## src/rtl/ramb_arbiter.sv

```systemverilog
// Two-requester access controller for a 256x16 block RAM: clears the RAM after
// reset, then arbitrates the read and write ports independently with round-robin.

module ramb_arbiter_rr (
    input  logic clk,
    input  logic rst_n,
    input  logic req_a,
    input  logic req_b,
    output logic gnt_a,
    output logic gnt_b
);
    logic ptr_q, ptr_d;  // 0 favours A, 1 favours B on contention

    always_comb begin
        gnt_a = req_a & (~req_b | ~ptr_q);
        gnt_b = req_b & (~req_a |  ptr_q);
        ptr_d = ptr_q;
        if (req_a && req_b) ptr_d = ~ptr_q;
    end

    always_ff @(posedge clk or negedge rst_n) begin
        if (!rst_n) ptr_q <= 1'b0;
        else        ptr_q <= ptr_d;
    end
endmodule

module ramb_arbiter #(
    parameter int ADDR_WIDTH = 8,
    parameter int DATA_WIDTH = 16
) (
    input  logic                  CLKIN,
    input  logic                  RESETN,
    input  logic                  A_VALID,
    input  logic                  A_WRITE,
    input  logic [ADDR_WIDTH-1:0] A_ADDR,
    input  logic [DATA_WIDTH-1:0] A_WDATA,
    output logic                  A_READY,
    output logic                  A_RVALID,
    output logic [DATA_WIDTH-1:0] A_RDATA,
    input  logic                  B_VALID,
    input  logic                  B_WRITE,
    input  logic [ADDR_WIDTH-1:0] B_ADDR,
    input  logic [DATA_WIDTH-1:0] B_WDATA,
    output logic                  B_READY,
    output logic                  B_RVALID,
    output logic [DATA_WIDTH-1:0] B_RDATA,
    output logic                  INIT_DONE,
    output logic [ADDR_WIDTH-1:0] RADDR,
    output logic                  RE,
    input  logic [DATA_WIDTH-1:0] RDATA,
    output logic [ADDR_WIDTH-1:0] WADDR,
    output logic [DATA_WIDTH-1:0] WDATA,
    output logic                  WE,
    output logic [DATA_WIDTH-1:0] MASK
);
    typedef enum logic {S_INIT, S_RUN} state_t;

    state_t                state_q, state_d;
    logic [ADDR_WIDTH-1:0] cnt_q, cnt_d;
    logic                  a_rvalid_q, a_rvalid_d;
    logic                  b_rvalid_q, b_rvalid_d;
    logic                  run;
    // Index 0 is the read port, index 1 the write port.
    logic [1:0]            req_a, req_b, gnt_a, gnt_b;

    assign run      = (state_q == S_RUN);
    assign req_a[0] = run & A_VALID & ~A_WRITE;
    assign req_b[0] = run & B_VALID & ~B_WRITE;
    assign req_a[1] = run & A_VALID &  A_WRITE;
    assign req_b[1] = run & B_VALID &  B_WRITE;

    for (genvar p = 0; p < 2; p++) begin : g_port
        ramb_arbiter_rr u_rr (
            .clk   (CLKIN),
            .rst_n (RESETN),
            .req_a (req_a[p]),
            .req_b (req_b[p]),
            .gnt_a (gnt_a[p]),
            .gnt_b (gnt_b[p])
        );
    end

    always_comb begin
        state_d    = state_q;
        cnt_d      = cnt_q;
        a_rvalid_d = gnt_a[0];
        b_rvalid_d = gnt_b[0];
        A_READY    = 1'b0;
        B_READY    = 1'b0;
        RE         = 1'b0;
        RADDR      = '0;
        WE         = 1'b0;
        WADDR      = '0;
        WDATA      = '0;
        case (state_q)
            S_INIT: begin
                // Gate on RESETN so the RAM sees no write while reset is held.
                WE    = RESETN;
                WADDR = cnt_q;
                cnt_d = cnt_q + 1'b1;
                if (cnt_q == '1) state_d = S_RUN;
            end
            S_RUN: begin
                A_READY = gnt_a[0] | gnt_a[1];
                B_READY = gnt_b[0] | gnt_b[1];
                RE      = gnt_a[0] | gnt_b[0];
                RADDR   = gnt_a[0] ? A_ADDR : (gnt_b[0] ? B_ADDR : '0);
                WE      = gnt_a[1] | gnt_b[1];
                WADDR   = gnt_a[1] ? A_ADDR : (gnt_b[1] ? B_ADDR : '0);
                WDATA   = gnt_a[1] ? A_WDATA : (gnt_b[1] ? B_WDATA : '0);
            end
            default: state_d = S_INIT;
        endcase
    end

    always_ff @(posedge CLKIN or negedge RESETN) begin
        if (!RESETN) begin
            state_q    <= S_INIT;
            cnt_q      <= '0;
            a_rvalid_q <= 1'b0;
            b_rvalid_q <= 1'b0;
        end else begin
            state_q    <= state_d;
            cnt_q      <= cnt_d;
            a_rvalid_q <= a_rvalid_d;
            b_rvalid_q <= b_rvalid_d;
        end
    end

    assign A_RVALID  = a_rvalid_q;
    assign B_RVALID  = b_rvalid_q;
    assign A_RDATA   = a_rvalid_q ? RDATA : '0;
    assign B_RDATA   = b_rvalid_q ? RDATA : '0;
    assign INIT_DONE = run;
    assign MASK      = '0;
endmodule

```

## config.mk

```make
export PLATFORM = sky130hd
export DESIGN_NAME = ramb_arbiter
export DESIGN_NICKNAME = d
export VERILOG_FILES = /design/src/rtl/ramb_arbiter.sv
export SDC_FILE = /design/constraint.sdc
export NUM_CORES = 1
export LEC_CHECK = 0
export BUFFER_PORTS_ARGS = -buffer_cell sky130_fd_sc_hd__buf_2
export CORE_UTILIZATION = 39
export CTS_CLUSTER_DIAMETER = 80
export DETAILED_ROUTE_END_ITERATION = 8
export PLACE_DENSITY = 0.87
export SLEW_MARGIN = 15
export SYNTH_ARGS = -nofsm -noshare
export SYNTH_HDL_FRONTEND = slang
export SYNTH_HIERARCHICAL = 1
export SYNTH_SLANG_ARGS = --single-unit
```

## constraint.sdc

```tcl
create_clock -name CLKIN -period 3.4 [get_ports CLKIN]
set_input_delay 0.68 -clock CLKIN [delete_from_list [all_inputs] [get_ports CLKIN]]
set_output_delay 0.68 -clock CLKIN [all_outputs]
set_load 0.1 [all_outputs]
```

==> run summary <==
area share of the largest cell type after synthesis -> 21.1%
max-slew violation count -> 0
crit-path max FO -> 23
simple-gate area share of the yosys netlist -> 36.8%
synth top area cells -> dfrtp_1 21%, and2_1 13%, nor2_1 9.7%, buf_4 7.8%, a22oi_1 7.3%
maximum VDD drop -> 176 uV
Setup Fix Bufs, Post-CTS -> 0
fin util -> 77.0%
Synth area leader -> dfrtp_1
number of I/O pins -> 157
Slew headroom -> 41.8%
CTS tree -> built
area taken by multi-input logic gates -> 1220 um^2
die width -> 64.9 um
pwr dens -> 146 nW/um^2
final hold vios -> 0
Mapped Cells -> 205
mean post-synth cell area -> 7.54 um^2
Congestion Overflow GR -> 0
Hold Slack -> 0.321 ns
later-pin clock latency in the skew report -> 0.24 ns
first-pass GRT wire length -> 8.74 mm
Final period util -> 93.5%
multiplexer share of the synthesized area -> 0.729%
number of port buffers -> 140
Total Nets Final -> 410
FP Rows -> 22
Critical Path Start -> INIT_DONE$_DFF_PN0_
Sum Neg Setup Slack -> 0 ns
Reg clk slew, reported paths -> 0.05 ns
CTS Sinks -> 13
CP Data Required Time -> 2.72 ns
# setup viols final -> 0
vias in the first global route -> 1786
CP arrival -> 2.50 ns
Synth top cells by count -> 40 x nor2_1, 32 x and2_1, 16 x buf_4, 16 x nand2_1, 15 x a22oi_1
Die Y-Extent -> 64.9 um
post-CTS sizing -> 0
via count -> 1924
Starting DRT DRC Count -> 64
critical path class -> reg2out
Synth Flop Type -> dfrtp_1
largest net degree at the start of global routing -> 30
gpl congestion -> 0.797
core region area -> 3740 um^2
Die Area -> 4220 um^2
First-pass DRT Iterations -> 4
Setup Skew -> 0.00172 ns
Tightest Hold Check Type -> in2async
Critical R2R Capture -> cnt_q[4]$_DFFE_PN0N_
number of flops mapped to enable cells by yosys -> 0
Reg area -> 327 um^2
H-tree Lvls -> 1
min Tclk post-route -> 3.18 ns
initial antenna violation count -> 0
reg2reg setup slack -> 1.62 ns
Worst-Margin Slew -> 0.871 ns
top-count cell post-synth -> nor2_1
Clk Tree Root Cell -> clkbuf_8
DRC -> 0
CTS buffer count -> 3
DP Wirelength -> 4.45 mm
FF-to-FF path depth -> 3
Yosys reg bits -> 13
synthesized-area fraction occupied by adder cells -> 0.810%
WL/cell -> 14.4 um
RR Startpoint -> INIT_DONE$_DFF_PN0_
DR vias/cell -> 4.98
Routed Antenna Nets -> 0
ant diodes -> 0
number of cells after detailed placement -> 382
synth warn -> 6
compound-gate portion of the synthesized area -> 19.8%
RSZ-0062 raised after global routing -> no
cts hold-fix bufs -> 0
largest family of logic cells by synthesized area -> simple AND/OR/NAND/NOR gates
Fmax -> 314 MHz
Mapped Area -> 1550 um^2
share of cells above drive strength 1 -> 58.6%
Cell variety after synth -> 30
total power after layout -> 0.421 mW
outcome -> completed
Layout area overhead -> 86.5%
Pleak -> 1.36 nW
Initial Utilization -> 41.3%
Setup crit start kind -> flip-flop
sequential-to-total area share from yosys stat -> 21.1%
total track usage -> 26.5%
Layout Cells excl Fill -> 386
filler instances -> 256
CP endpoint kind -> primary output
ys async rst share -> 100%
XOR/XNOR Fraction of Synth Area -> 5.10%
CTS max path bufs -> 2
wirelength, routed -> 5.56 mm
max-cap viol count -> 0
-- placed cells by master, fill, tap and decap left out, types with 2 or more instances in the layout --
master / synthesis / routed
xnor2_1: 7 / 7
nand2_1: 16 / 16
inv_1: 3 / 3
nand3b_1: 9 / 9
and2_1: 32 / 32
buf_4: 16 / 5
a21oi_2: 0 / 3
xor2_1: 2 / 2
nor2_1: 40 / 15
nor3_2: 2 / 2
clkbuf_8: 0 / 3
a22oi_1: 15 / 15
conb_1: 1 / 16
a221oi_1: 3 / 3
a221oi_2: 5 / 5
nor2_2: 0 / 23
dfrtp_1: 13 / 12
and3_1: 2 / 2
a21oi_4: 0 / 8
nor2_4: 0 / 2
buf_12: 0 / 32
buf_2: 7 / 108
a21boi_1: 2 / 3
-- layout make-up --
type | count | share of cell area [%]
clock buffer | 4 | 1.56
inverter | 4 | 0.521
multi-input combinational | 172 | 42.2
sequential | 13 | 11.3
tap | 48 | 2.08
timing repair buffer | 145 | 42.3
-- critical path, cell delays in order, from the launching register on --
cell and delay [ns]:
dfrtp_2 0.59, and3_1 0.28, a21boi_1 0.23, nor2b_4 0.57
a221oi_1 0.18, nor2_2 0.22, buf_12 0.19
-- worst max-delay path by stage --
stage                          end  slack (ns)  cells past startpoint
final                     WADDR[7]        0.22                      6
after global routing      WADDR[7]        0.08                      6
after CTS                 WADDR[0]        0.24                      6
after detailed placement  WADDR[0]        0.37                      7
after global placement          WE        0.38                      7
after floorplan           RADDR[7]        0.09                      8
-- state kept, by name (all words and copies together) (netlist names) --
register and cells:
A_RVALID 1, B_RVALID 1, INIT_DONE 1, cnt_q 8, g_port.u_rr/ptr_q 2
-- layer usage --
layer,vias to the layer above,global-route usage [%],wire length [um]
met1,899,28.5,2020
li1,927,-,-
met2,86,52.2,3140
met4,0,10.0,161
met3,12,2.46,239
met5,-,0,0
-- logic make-up after synthesis --
family                     after synthesis
other                                    1
buffers and inverters                   35
DFF                                     13
muxes                                    1
xor gates and xnor gates                 9
adders and majority gates                1
AOI/OAI and AO/OA                       39
and+or+nand+nor                        106
-- through the flow --
step	area, um^2	setup WS [ns]
floorplan	1780	0.0861
global placement	2840	0.382
detailed placement	2840	0.372
CTS	2880	0.239
global route	2880	0.0805
finish	2880	0.220
-- power breakdown --
part	leakage (nW)	switching [mW]	internal, mW
clock network	0.0228	0.0519	0.0826
logic	1.17	0.103	0.0287
registers	0.166	0	0.155
total	1.36	0.155	0.266
Note: power is estimated with default switching activity, not from simulation.
